[src/rtl/r2r_pkg.sv]
// Shared types and default sizes for the R2R waveform generator.
package r2r_pkg;

    typedef enum logic [1:0] {
        EXT  = 2'd0,
        RAMP = 2'd1,
        TRI  = 2'd2,
        SQR  = 2'd3
    } mode_e;

    typedef enum logic {
        UP   = 1'b0,
        DOWN = 1'b1
    } dir_e;

    localparam int DEF_WIDTH     = 8;
    localparam int DEF_DIV_WIDTH = 8;

endpackage

[src/rtl/r2r_clk_div.sv]
// Loadable down-counting divider; tick is high while the count sits at zero.
module r2r_clk_div
    import r2r_pkg::*;
#(
    parameter int DIV_WIDTH = DEF_DIV_WIDTH
) (
    input  logic                 clk,
    input  logic                 n_rst,
    input  logic                 load,
    input  logic [DIV_WIDTH-1:0] load_val,
    input  logic                 restart,
    output logic                 tick
);

    logic [DIV_WIDTH-1:0] reload_q, reload_d;
    logic [DIV_WIDTH-1:0] cnt_q, cnt_d;

    // NOTE: defaults first so every path assigns every signal and no latch is inferred.
    always_comb begin
        reload_d = reload_q;
        cnt_d    = cnt_q;
        if (load) begin
            reload_d = load_val;
            cnt_d    = load_val;
        end else if (restart || cnt_q == '0) begin
            cnt_d = reload_q;
        end else begin
            cnt_d = cnt_q - 1'b1;
        end
    end

    // NOTE: sequential state uses non-blocking assignments only; reset is sampled on the edge.
    always_ff @(posedge clk) begin
        if (!n_rst) begin
            reload_q <= '0;
            cnt_q    <= '0;
        end else begin
            reload_q <= reload_d;
            cnt_q    <= cnt_d;
        end
    end

    assign tick = (cnt_q == '0);

endmodule

[src/rtl/r2r_wave_gen.sv]
// R2R DAC code generator: external data, ramp, triangle or square from a phase accumulator.
module r2r_wave_gen
    import r2r_pkg::*;
#(
    parameter int WIDTH     = DEF_WIDTH,
    parameter int DIV_WIDTH = DEF_DIV_WIDTH
) (
    input  logic             clk,
    input  logic             n_rst,
    input  logic [1:0]       mode,
    input  logic [WIDTH-1:0] data,
    input  logic             load_divider,
    input  logic             load_step,
    output logic [WIDTH-1:0] r2r_out,
    output logic             cnt_zero,
    output logic             period_done
);

    localparam logic [WIDTH-1:0] MAX = '1;

    mode_e            mode_q, mode_d;
    dir_e             dir_q, dir_d;
    logic [WIDTH-1:0] acc_q, acc_d;
    logic [WIDTH-1:0] step_q, step_d;
    logic [WIDTH-1:0] out_q, out_d;
    logic             pd_q, pd_d;
    logic             mode_chg;
    logic             tick;
    logic             upd;
    logic [WIDTH:0]   sum;

    r2r_clk_div #(
        .DIV_WIDTH(DIV_WIDTH)
    ) u_clk_div (
        .clk     (clk),
        .n_rst   (n_rst),
        .load    (load_divider),
        .load_val(data[DIV_WIDTH-1:0]),
        .restart (mode_chg),
        .tick    (tick)
    );

    assign mode_d   = mode_e'(mode);
    assign mode_chg = (mode_d != mode_q);
    // A divider load or mode change owns the edge; the tick is swallowed.
    assign upd      = tick && !load_divider && !mode_chg && (step_q != '0) && (mode_q != EXT);
    assign sum      = {1'b0, acc_q} + {1'b0, step_q};

    always_comb begin
        acc_d  = acc_q;
        dir_d  = dir_q;
        pd_d   = 1'b0;
        step_d = load_step ? data : step_q;
        if (mode_chg) begin
            acc_d = '0;
            dir_d = UP;
        end else if (upd) begin
            unique case (mode_q)
                RAMP, SQR: begin
                    acc_d = sum[WIDTH-1:0];
                    pd_d  = sum[WIDTH];
                end
                TRI: begin
                    if (dir_q == UP) begin
                        if (acc_q >= MAX - step_q) begin
                            acc_d = MAX;
                            dir_d = DOWN;
                        end else begin
                            acc_d = acc_q + step_q;
                        end
                    end else if (acc_q <= step_q) begin
                        acc_d = '0;
                        dir_d = UP;
                        pd_d  = 1'b1;
                    end else begin
                        acc_d = acc_q - step_q;
                    end
                end
                default: ;
            endcase
        end

        unique case (mode_d)
            EXT:       out_d = data;
            SQR:       out_d = acc_d[WIDTH-1] ? MAX : '0;
            default:   out_d = acc_d;
        endcase
    end

    always_ff @(posedge clk) begin
        if (!n_rst) begin
            mode_q <= EXT;
            dir_q  <= UP;
            acc_q  <= '0;
            step_q <= WIDTH'(1);
            out_q  <= '0;
            pd_q   <= 1'b0;
        end else begin
            mode_q <= mode_d;
            dir_q  <= dir_d;
            acc_q  <= acc_d;
            step_q <= step_d;
            out_q  <= out_d;
            pd_q   <= pd_d;
        end
    end

    assign r2r_out     = out_q;
    assign period_done = pd_q;
    assign cnt_zero    = tick;

endmodule

[config.mk]
export PLATFORM = sky130hd
export DESIGN_NAME = r2r_wave_gen
export DESIGN_NICKNAME = d
export VERILOG_FILES = /design/src/rtl/r2r_pkg.sv /design/src/rtl/r2r_clk_div.sv /design/src/rtl/r2r_wave_gen.sv
export SDC_FILE = /design/constraint.sdc
export NUM_CORES = 1
export LEC_CHECK = 0
export ABC_AREA = 0
export BUFFER_PORTS_ARGS = -buffer_cell sky130_fd_sc_hd__buf_2
export CAP_MARGIN = 20
export CORE_MARGIN = 8
export CORE_UTILIZATION = 52
export CTS_BUF_LIST = sky130_fd_sc_hd__clkbuf_2
export CTS_CLUSTER_DIAMETER = 120
export DETAILED_ROUTE_END_ITERATION = 16
export HOLD_SLACK_MARGIN = 0.15
export PLACE_DENSITY = 0.69
export SYNTH_ARGS = -nofsm -noshare
export SYNTH_HDL_FRONTEND = slang
export SYNTH_HIERARCHICAL = 1
export SYNTH_SLANG_ARGS = --single-unit
[constraint.sdc]
create_clock -name clk -period 3.8 [get_ports clk]
set_clock_uncertainty 0.2 [all_clocks]
set_input_delay 0.38 -clock clk [delete_from_list [all_inputs] [get_ports clk]]
set_output_delay 0.38 -clock clk [all_outputs]
set_load 0.02 [all_outputs]
# After elaboration in Yosys (flattened, before gate mapping)
# Cells that the tools add are included.
dict set report op_classes {
  n_reduce_logical 15
  n_mux 16
  n_bitwise 2
  n_eq_ne 5
  addsub 5
  n_lt_le_gt_ge 2
}
# op count
set op_table {}
lappend op_table {{$mux 8} 8}
lappend op_table {{$pmux 8 s2} 2}
lappend op_table {{$add 8x8->9} 1}
lappend op_table {{$add 8x8->8} 1}
lappend op_table {{$ge 8x8->1} 1}
lappend op_table {{$le 8x8->1} 1}
lappend op_table {{$logic_not 8->1} 1}
lappend op_table {{$reduce_bool 8->1} 1}
lappend op_table {{$sub 8x1->8 const B} 1}
lappend op_table {{$sub 8x8->8} 1}
lappend op_table {{$sub 8x8->8 const A} 1}
lappend op_table {{$eq 2x2->1 const B} 3}
lappend op_table {{$mux 1} 5}
lappend op_table {{$logic_and 1x1->1} 4}
lappend op_table {{$reduce_or 2->1} 2}
lappend op_table {{$reduce_or 3->1} 1}
lappend op_table {{$eq 2x1->1 const B} 1}
lappend op_table {{$logic_not 1->1} 2}
lappend op_table {{$logic_not 2->1} 1}
lappend op_table {{$ne 2x2->1} 1}
lappend op_table {{$not 1->1} 2}
lappend op_table {{$pmux 1 s2} 1}
lappend op_table {{$reduce_and 2->1} 1}
lappend op_table {{$reduce_bool 2->1} 1}
lappend op_table {{$logic_or 1x1->1} 1}
dict set report word_totals {
  ff_bits 44
  input_bits 14
}

# Depth between registers and ports, before layout
# Gate-level depths: netlist of the first run.
dict set report logic_depth {
  word_depth 9
  mapped_depth 12
  mapped_depth_nobuf 11
}

# Cells and area by module
# Netlist of the first run, hierarchy kept.
# mod area_per_inst_um2 n_inst cells_each
set modules_own_cells {}
lappend modules_own_cells {r2r_wave_gen 2238.4 1 253}
lappend modules_own_cells {r2r_clk_div 867.1 1 95}

# Worst setup path after synthesis of the first run
# No wires, ideal clock.
dict set report synth_path {
  path_type {register to register}
  start {register u_clk_div.cnt_q[0]}
  end {register out_q[4] (netlist: r2r_out[4])}
  setup_time_ns 0.127
  stages_incl_launch_ff 12
  path_slack_ns 1.088
  t_arrival_ns 2.385
  path_buffers 0
  required_time_ns 3.473
  path_cell_list {dfxtp_1 > inv_1 > ha_1 > nor3b_1 > and2_2 > inv_1 > a2111oi_4 > nand2_2 > a211oi_4 > o211ai_1 > o221a_2 > a2bb2oi_1}
}
dict set report synth_between {
  elab_chain_len 9
}
# element line
set synth_rtl {}
lappend synth_rtl {{start: declaration} r2r_clk_div.sv:16} ;# logic [DIV_WIDTH-1:0] cnt_q, cnt_d;
lappend synth_rtl {{start signal: assignment} r2r_clk_div.sv:39} ;# cnt_q <= cnt_d;
lappend synth_rtl {{$logic_not 8->1 *} r2r_clk_div.sv:43} ;# assign tick = (cnt_q == '0);
lappend synth_rtl {{net cnt_zero} r2r_wave_gen.sv:15} ;# output logic cnt_zero,
lappend synth_rtl {{$logic_and 1x1->1 * (4 in a row)} r2r_wave_gen.sv:46} ;# assign upd = tick && !load_divider && !mode_chg && (step_q != '0) && (mode_q != EXT);
lappend synth_rtl {{$mux 8 *} r2r_wave_gen.sv:57} ;# end else if (upd) begin
lappend synth_rtl {{$mux 8 *} r2r_wave_gen.sv:54} ;# if (mode_chg) begin
lappend synth_rtl {{$mux 8} r2r_wave_gen.sv:85} ;# SQR: out_d = acc_d[WIDTH-1] ? MAX : '0;
lappend synth_rtl {{$pmux 8 s2 *} r2r_wave_gen.sv:83} ;# unique case (mode_d)
lappend synth_rtl {{end signal: assignment} r2r_wave_gen.sv:103} ;# out_q <= out_d;
lappend synth_rtl {{end: declaration} r2r_wave_gen.sv:25} ;# logic [WIDTH-1:0] out_q, out_d;
# The timed path passes the listed nets; every way through them passes the cells marked *.
# A chain may end at the register's enable or synchronous reset.

# Worst setup path after layout of the first run
dict set report layout_path {
  start {register u_clk_div.cnt_q[0]}
  end {register out_q[0] (netlist: r2r_out[0])}
}
dict set report layout_between {
  elab_chain_len 9
}
# element line
set layout_rtl {}
lappend layout_rtl {{$logic_not 8->1 *} r2r_clk_div.sv:43}
lappend layout_rtl {{$logic_and 1x1->1 * (4 in a row)} r2r_wave_gen.sv:46}
lappend layout_rtl {{$mux 8 *} r2r_wave_gen.sv:57}
lappend layout_rtl {{$mux 8 *} r2r_wave_gen.sv:54}
lappend layout_rtl {{$mux 8} r2r_wave_gen.sv:85}
lappend layout_rtl {{$pmux 8 s2 *} r2r_wave_gen.sv:83}
# Every way passes the cells marked *; elsewhere a longest branch is shown, timed or not.

==> results of run 1 <==
==> registers in the layout, indices dropped and copies added (netlist names) <==
signal / count
u_clk_div/cnt_q: 8
u_clk_div/reload_q: 8
mode_q: 2
step_q: 8
period_done: 1
r2r_out: 8
acc_q: 8
dir_q: 1
==> logic make-up after synthesis <==
logic type               count (synthesis)
AO/OA/AOI/OAI                           91
buffers and inverters                   44
XOR/XNOR                                 7
adder cells (fa/ha/maj)                 23
AND/OR/NAND/NOR                        126
flip-flops                              44
multiplexers                            13
==> synth_stat cells, types with 3 or more instances <==
library cell  instances
inv_1                24
o31ai_1               7
nor3_1                7
or3_1                 4
dfxtp_1              44
and3_1                4
nand2b_1              7
a21oi_1              16
a21o_1                5
xnor2_1               5
nor2_1               24
clkbuf_1              4
nor4_2                3
ha_1                 21
nor3b_1               6
o21ai_1               3
nor2b_1              15
nand3_1              10
o211ai_1              5
a2bb2oi_1             5
nand2_1              23
o21ai_0               8
buf_6                 8
nand4b_1              5
o311ai_0              4
mux2i_1              13
==> routing by layer <==
| layer | global-route usage [%] | share of wire (%) |
|---|---|---|
| met5 | 0 | 0 |
| met2 | 26.6 | 45 |
| met3 | 3.53 | 5.0 |
| met1 | 24.0 | 49 |
| met4 | 5.50 | 1.5 |
==> final timing paths <==
| path | from | end | depth (start not counted) |
|---|---|---|---|
| worst max-delay path | u_clk_div/cnt_q[0] | r2r_out[0] | 11 |
| worst min-delay path | load_step | step_q[0] | 2 |
| worst max register to register | u_clk_div/cnt_q[0] | r2r_out[0] | 11 |
| worst min register to register | u_clk_div/reload_q[7] | u_clk_div/reload_q[7] | 2 |
==> final cells by class <==
| cell class | count | area (µm²) | area share (%) |
|---|---|---|---|
| Tap cell | 75 | 93.8 | 2.86 |
| Clock buffer | 7 | 35.0 | 1.07 |
| Clock inverter | 1 | 3.75 | 0.115 |
| Multi-Input combinational cell | 260 | 1960 | 59.8 |
| Sequential cell | 44 | 881 | 26.9 |
| Timing Repair Buffer | 33 | 215 | 6.56 |
| Inverter | 24 | 90.1 | 2.75 |
==> power by group through the flow <==
stage                     Clock [W]  Combinational, W  Sequential [W]
final                      0.000188          0.000235        0.000510
after global routing       0.000214          0.000259        0.000514
after CTS                  0.000195          0.000233        0.000510
after detailed placement          0          0.000225        0.000519
after global placement            0          0.000222        0.000519
after floorplan                   0          0.000180        0.000519
==> repair_timing <==
action	CTS	global route
hold buffers	10	0
setup endpoints to repair	0	0
setup buffers	0	0
resized for setup	0	0
endpoints found under the hold margin	33	0
==> worst max-delay path, delay by kind of cell, from the launching register on <==
| kind | cells | cell delay [ns] |
|---|---|---|
| buffers and inverters | 2 | 0.15 |
| DFF | 1 | 0.38 |
| AOI/OAI and AO/OA | 3 | 0.62 |
| and+or+nand+nor | 5 | 1.46 |
| adders and majority gates | 1 | 0.19 |
==> per-stage QoR <==
step           util, %  instance area (µm²)  instances  total power (W)  hold slack (ns)
4_1_cts           56.0                 3280        444         0.000938            0.176
3_3_place_gp      53.7                 3140        426         0.000740            0.269
2_1_floorplan        -                 3110        348         0.000698            0.252
5_1_grt           56.0                 3280        444         0.000987            0.162
6_report          56.0                 3280        444         0.000933            0.198
3_5_place_dp      53.7                 3140        426         0.000744            0.279
==> layout by cell type, fill, tap and decap left out, types with 6 or more instances in the layout <==
cell,n
mux2i_1,13
nor3b_1,6
nor2_1,24
nand2b_1,7
nor3_1,7
dfxtp_1,44
dlygate4sd3_1,10
o21ai_0,8
inv_1,24
nand3_1,10
clkbuf_2,7
a21oi_1,16
o31ai_1,7
ha_1,21
buf_2,23
nand2_1,23
nor2b_1,15
==> reports/metrics.cfg, run 1 <==
[synth]
synth_top_flop_cell = dfxtp_1
synth-seq-cells = 44
synth-xor-area-share_pct = 1.97
netlist_area_um2 = 3110
yosys.area_share.simple_pct = 23.0
async_flop_share_pct = 0
ys_warn_count = 6
muxShareOfSynthArea_pct = 4.19
synth_fp_nets = 385
synth_cells = 348
ys_seq_area_share_pct = 28.4
synth-edff-count = 0
synth_fa_ha_area_share_pct = 9.75
synth_area_leaders = dfxtp_1, ha_1, mux2i_1, nor2b_1, buf_6
synthDistinctLibCells = 77
syn-mean-instance-area_um2 = 8.92
yosys.area.top_type = dfxtp_1
synth_compound_area_share_pct = 24.2
synth_top_family_by_area = compound AO/OA/AOI/OAI gates
yosysTopAreaCellShare_pct = 28.4

[cts]
cts.path.max_buffers = 2
htreeDepth = 2
tritoncts = yes
clkLatencyLatePin_ns = 0.39
cts_sinks = 44
clkTransAtPathRegs_ns = 0.20
cts_buffers = 5
cts_root_buffer = clkbuf_2

[pwr]
seqPwrFrac_pct = 54.7
p_leak_nw = 1.39
swShare_pct = 32.1
comb_power_share_pct = 25.2
switchingPower_w = 0.000299
p_clk_share_pct = 20.1
p_int_w = 0.000634
ir_drop_uv = 208
power.density_nw_per_um2 = 285

[timing]
fmax_mhz = 321
fin_crit_ns = 3.12
worstMarginPinSlew_ns = 0.626
post-route-period-util_pct = 82.0
hold_violations = 0
drv_slew = 0
setup_tns_ns = 0
setup_viol = 0
rsz0062_at_grt = false
slew_headroom_pct = 57.2
setup_slack_ns = 0.683

[routing]
first_pass_iters = 4
drtAntennaViolNets = 0
drc = 0
vias_per_cell = 5.98
drt_first_iter_violations = 166
avgRoutedWirePerCell_um = 16.7
wl_um = 7430
via_count = 2656

[floorplanning]
core_area_um2 = 5850
die_w_um = 93.3
dieArea_um2 = 8700
num_io_pins = 24
start_util_pct = 53.1
die_y_um = 93.3
rows = 28

[placed_design]
hpwl_um = 5580
globalplace.congestion = 0.983
port-buffer-count = 23
place_worst_setup_slack_ns = 0.770

[global_route]
antenna_found_initial = 0
grt_max_degree = 31
grt_pass1_wl_um = 12400
grt_overflow = 0
grt_pass1_vias = 2467
grt_usage_pct = 17.5

[setup_path]
cp_data_arrival_time_ns = 3.20
cp-end-kind = flop
crit_path_top_delay_cell = and2_0
cp_common_cell = inv_1
cp_max_fo = 9
r2r_slack_ns = 0.68
max_stage_delay_ns = 0.51
path_class = reg2reg
cp.required_ns = 3.88
crit_chain = inv_1 > ha_1 > nor3b_1 > and2_2 > inv_1 > a2111oi_4 > and2_0 > nand2_1 > nor3_1 > a2111oi_2 > a2bb2oi_1
critPathLaunchType = flop

[finish]
n_antenna_cell = 0
drive_above_1_share_pct = 16.5
area_growth_pct = 5.56
nFillCells = 550
nNetsFinal = 405

[hold_path]
hold_class = in2reg

[outcome]
status = finished clean

[flow_run]
maxCapViolCount = 0

Power figures use the tool's default switching activity.
==> run 2: changes to the inputs <==
==> constraint.sdc (replaced) <==
create_clock -name clk -period 3.06 [get_ports clk]
set_clock_uncertainty 0.2 [all_clocks]
set_input_delay 0.306 -clock clk [delete_from_list [all_inputs] [get_ports clk]]
set_output_delay 0.306 -clock clk [all_outputs]
set_load 0.02 [all_outputs]
==> reports/metrics.cfg, run 2 (synthesized netlist as in run 1, its figures left out) <==
[setup_path]
cp-end-kind = flop
cp_max_fo = 5
cp.required_ns = 3.17
cp_common_cell = inv_1
path_class = reg2reg
cp_num_buf_inv = 3
path_delay_family = compound AO/OA/AOI/OAI gates
crit_path_top_delay_cell = dfxtp_1
cp_data_arrival_time_ns = 3.06
crit_chain = inv_1 > ha_1 > nor3b_2 > and2_2 > inv_1 > a2111oi_4 > nand2_2 > a211oi_4 > buf_4 > o211ai_1 > o221a_2 > a2bb2oi_1
critPathLaunchType = flop
max_stage_delay_ns = 0.39

[floorplanning]
rows = 28
dieArea_um2 = 8700
die_y_um = 93.3
start_util_pct = 53.1
die_w_um = 93.3
core_area_um2 = 5850
num_io_pins = 24

[timing]
hold_violations = 0
post-route-period-util_pct = 96.4
setup_viol = 0
worstMarginPinSlew_ns = 0.565
slew_headroom_pct = 62.3
fin_crit_ns = 2.95
drv_slew = 0
fmax_mhz = 339
setup_tns_ns = 0

[outcome]
status = finished clean

[global_route]
grt_max_degree = 31
grt_pass1_wl_um = 12900
grt_usage_pct = 18.4
antenna_found_initial = 0
grt_pass1_vias = 2610
grt_overflow = 0

[cts]
cts_root_buffer = clkbuf_2
clkLatencyLatePin_ns = 0.40
cts.path.max_buffers = 2
tritoncts = yes
cts_buffers = 5
cts_sinks = 44
clkTransAtPathRegs_ns = 0.21
htreeDepth = 2

[finish]
final_common_cell = dfxtp_1
area_growth_pct = 10.5
drive_above_1_share_pct = 20.7
n_antenna_cell = 0
fin_cells = 461
final_util_pct = 58.7
nNetsFinal = 423
most-common-layout-cells = dfxtp_1, inv_1, nor2_1

[routing]
drc = 0
drtAntennaViolNets = 0
vias_per_cell = 5.84
avgRoutedWirePerCell_um = 17.3
first_pass_iters = 4
via_count = 2692
drt_first_iter_violations = 166
wl_um = 7990

[pwr]
p_int_w = 0.000798
ir_drop_uv = 265
comb_power_share_pct = 27.2
power.density_nw_per_um2 = 345
switchingPower_w = 0.000385
p_clk_share_pct = 19.6
p_leak_nw = 1.49
seqPwrFrac_pct = 53.2
swShare_pct = 32.6

[placed_design]
hpwl_um = 6000
port-buffer-count = 23
dp.cells = 439
globalplace.congestion = 0.897

[hold_path]
hold_class = in2reg

[flow_run]
maxCapViolCount = 0

## run 2: changes by cell type in the layout (fill, tap and decap cells not counted), sizes merged
cell,previous run,this run
clkbuf,7,6
buf,23,39
dlygate4sd3,10,12
## run 2: path summary, 6_finish.rpt
| path | slack (ns) | to | depth (start not counted) | from |
|---|---|---|---|---|
| max reg2reg | 0.11 | r2r_out[4] | 12 | u_clk_div/cnt_q[0] |
| min reg2reg | 0.30 | u_clk_div/reload_q[7] | 2 | u_clk_div/reload_q[7] |
| min | 0.20 | u_clk_div/cnt_q[0] | 3 | load_divider |
| max | 0.11 | r2r_out[4] | 12 | u_clk_div/cnt_q[0] |
## run 2: power groups by stage
stage	Clock [W]	Combinational, W	Sequential [W]
finish	0.000232	0.000322	0.000629
global placement	0	0.000297	0.000639
floorplan	0	0.000223	0.000644
global route	0.000265	0.000351	0.000633
detailed placement	0	0.000302	0.000639
CTS	0.000237	0.000314	0.000628
## run 2: worst min-delay path, delay by kind of cell
kind                   cells  cell delay (ns)
and+or+nand+nor            2             0.20
buffers and inverters      1             0.29
## run 2: stage by stage
step | hold WS [ns] | instance area (µm²) | total power (W) | setup WS (ns)
floorplan | 0.228 | 3110 | 0.000867 | 0.348
global placement | 0.268 | 3240 | 0.000936 | 0.163
detailed placement | 0.275 | 3240 | 0.000941 | 0.0704
CTS | 0.174 | 3390 | 0.00118 | 0.00626
global route | 0.204 | 3430 | 0.00125 | -0.00383
finish | 0.204 | 3430 | 0.00118 | 0.112
## run 2: layer usage
layer	track usage [%]	wire, µm	vias up	part of all wire (%)
met1	24.3	3870	1293	48
met5	0	0	-	0
met4	5.37	104	0	1.3
met2	29.1	3670	57	46
li1	-	-	1333	-
met3	3.93	352	9	4.4
## run 2: what timing repair did
item,in CTS,in global routing
endpoints found under the hold margin,34,0
setup buffers,0,3
setup endpoints to repair,0,10
hold buffers,12,0
resized for setup,0,4
## run 2: final cells by class
type | instances | area (µm²)
clock buffers | 6 | 30.0
clock inverters | 1 | 5.00
fillers | 540 | 2420
inverters | 24 | 90.1
multi-input cells | 260 | 1980
flip-flops and latches | 44 | 881
well taps | 75 | 93.8
repair buffers | 51 | 355
==> run 3: changes to the inputs <==
--- a/config.mk
+++ b/config.mk
@@ -5,7 +5,7 @@
 export SDC_FILE = /design/constraint.sdc
 export NUM_CORES = 1
 export LEC_CHECK = 0
-export ABC_AREA = 0
+export ABC_AREA = 1
 export BUFFER_PORTS_ARGS = -buffer_cell sky130_fd_sc_hd__buf_2
 export CAP_MARGIN = 20
 export CORE_MARGIN = 8
@@ -14,7 +14,7 @@
 export CTS_CLUSTER_DIAMETER = 120
 export DETAILED_ROUTE_END_ITERATION = 16
 export HOLD_SLACK_MARGIN = 0.15
-export PLACE_DENSITY = 0.69
+export PLACE_DENSITY = 0.68
 export SYNTH_ARGS = -nofsm -noshare
 export SYNTH_HDL_FRONTEND = slang
 export SYNTH_HIERARCHICAL = 1
==> reports/metrics.cfg, run 3 <==
[cts]
clkLatencyLatePin_ns = 0.41
clkTransAtPathRegs_ns = 0.24
cts_setup_buffers = 0
cts_sinks = 44
cts_buffers = 5
cts.path.max_buffers = 2
tritoncts = yes
cts_root_buffer = clkbuf_2
htreeDepth = 2

[floorplanning]
rows = 28
core_area_um2 = 5990
num_io_pins = 24
dieArea_um2 = 9030
die_y_um = 95.0
start_util_pct = 54.2
die_w_um = 95.0

[outcome]
status = finished clean

[timing]
slew_headroom_pct = 58.0
hold_violations = 0
fin_crit_ns = 2.54
post-route-period-util_pct = 82.9
rsz0062_at_grt = false
setup_viol = 0
holdWs_ns = 0.288
fmax_mhz = 394
worstMarginPinSlew_ns = 0.627
drv_slew = 0
setup_tns_ns = 0

[finish]
nFillCells = 560
most-common-layout-cells = nand2_1, inv_1, dfxtp_1
nNetsFinal = 555
n_antenna_cell = 0
final_common_cell = nand2_1
sequential_cell_area_um2 = 881
area_growth_pct = 11.5
drive_above_1_share_pct = 15.0
multi_input_area_um2 = 1980

[synth]
ys_warn_count = 6
synthDistinctLibCells = 39
yosysTopAreaCellShare_pct = 27.1
yosys.area.top_type = dfxtp_1
synth-seq-cells = 44
async_flop_share_pct = 0
synth-edff-count = 0
ys_seq_area_share_pct = 27.1
synth_area_leaders = dfxtp_1, nand2_1, ha_1, inv_1, a21oi_1
synth_fp_nets = 516
synth_top_flop_cell = dfxtp_1
netlist_area_um2 = 3250
yosysMostFrequentCell = nand2_1
syn-mean-instance-area_um2 = 6.78
yosys-top-cells-count = nand2_1, inv_1, dfxtp_1
synth_cells = 479

[setup_path]
crit_chain = inv_1 > ha_1 > nand2_1 > nand2_1 > inv_1 > nand2_1 > nand2_1 > nand2_1 > nand2_1 > nand2_1 > nand2_1 > nand2_1 > nand3_1 > nand2_2 > nand3_1 > o21ai_1
max_stage_delay_ns = 0.60
cp-end-kind = flop
r2r_slack_ns = 0.52
critPathLaunchType = flop
cp.depth = 16
cp_data_arrival_time_ns = 2.67
cp_common_cell = nand2_1
path_class = reg2reg
cp.required_ns = 3.20
crit_path_top_delay_cell = ha_1
cp_max_fo = 12
cp_num_buf_inv = 2
reg2reg_depth = 16
path_delay_family = simple AND/OR/NAND/NOR gates
crit_start = step_q[2]
timing.rr.end = r2r_out[7]
reg2reg_from = step_q[2]
crit_path_end = r2r_out[7]

[flow_run]
maxCapViolCount = 0

[placed_design]
hpwl_um = 6610
globalplace.congestion = 0.995
port-buffer-count = 23

[pwr]
p_leak_nw = 1.81
power.density_nw_per_um2 = 344
ir_drop_uv = 286

[routing]
drtAntennaViolNets = 0
via_count = 3079
avgRoutedWirePerCell_um = 14.3
vias_per_cell = 5.18
wl_um = 8500
first_pass_iters = 5
drc = 0
drt_first_iter_violations = 220

[hold_path]
hold_class = reg2reg

[global_route]
grt_overflow = 0
antenna_found_initial = 0
grt_pass1_wl_um = 14600
grt_usage_pct = 20.3
grt_max_degree = 18
grt_pass1_vias = 3060

-- run 3: changes by cell type after synthesis, sizes merged, moves of 12 or more --
| cell | delta |
|---|---|
| o21ai | +12 |
| a21oi | +32 |
| nor2 | +18 |
| nand3 | +22 |
| nand2 | +114 |
| inv | +51 |
| nor2b | -15 |
| mux2i | -13 |
-- run 3: routing by layer --
metal	up-vias	track usage [%]	part of all wire, %
li1	1585	-	-
met1	1392	27.5	49
met2	93	33.3	45
met3	9	2.86	5.2
met4	0	4.29	0.89
met5	-	0	0
-- run 3: cell families (layout without fill, tap and decap cells) --
logic type	after synthesis	count (layout)	share of synthesized area, %
flops	44	44	27.1
compound gates	85	85	15.2
xor+xnor	9	9	2.43
fa+ha+maj	23	23	9.33
buf+inv	89	129	12.0
simple gates	229	229	34.0
-- run 3: worst min path at each step --
stage                               start                     to  slack [ns]  cells after the start
floorplan                         mode[0]              mode_q[0]        0.20                      2
detailed placement  u_clk_div/reload_q[0]  u_clk_div/reload_q[0]        0.26                      2
global placement    u_clk_div/reload_q[4]  u_clk_div/reload_q[4]        0.25                      2
finish              u_clk_div/reload_q[4]  u_clk_div/reload_q[4]        0.29                      2
CTS                 u_clk_div/reload_q[0]  u_clk_div/reload_q[0]        0.29                      2
global route        u_clk_div/reload_q[6]  u_clk_div/reload_q[6]        0.31                      2
-- run 3: metrics by stage --
stage               std cells  util [%]  power, W  worst slack, ns  instance area, µm²
floorplan                 479         -  0.000886            0.956                3250
global placement          564      56.0  0.000957            0.608                3360
detailed placement        564      56.0  0.000961            0.594                3360
CTS                       594      60.4   0.00124            0.539                3620
global route              594      60.4   0.00131            0.243                3620
finish                    594      60.4   0.00124            0.523                3620
-- run 3: repair_timing --
item                                   CTS  global route
resized for setup                        0             0
hold buffers                            22             0
endpoints found under the hold margin   35             0
-- run 3: worst reg2reg max path, stage by stage, from the launching register on --
cell     delay [ns]
dfxtp_1        0.39
inv_1          0.07
ha_1           0.60
nand2_1        0.10
nand2_1        0.11
inv_1          0.04
nand2_1        0.12
nand2_1        0.09
nand2_1        0.06
nand2_1        0.04
nand2_1        0.06
nand2_1        0.06
nand2_1        0.06
nand3_1        0.09
nand2_2        0.11
nand3_1        0.10
o21ai_1        0.18
-- run 3: power breakdown --
group	leakage, nW	switching (W)	internal (W)
clock network	0.0332	0.000201	0.0000655
logic	1.42	0.000225	0.000126
registers	0.362	0.0000195	0.000606
total	1.81	0.000446	0.000798
-- run 3: final cells by class --
type	instances	share of cell area, %
multi-input combinational	346	54.6
clock buffer	7	0.968
timing repair buffer	45	9.26
clock inverter	1	0.242
tap	75	2.59
inverter	76	7.98
sequential	44	24.3
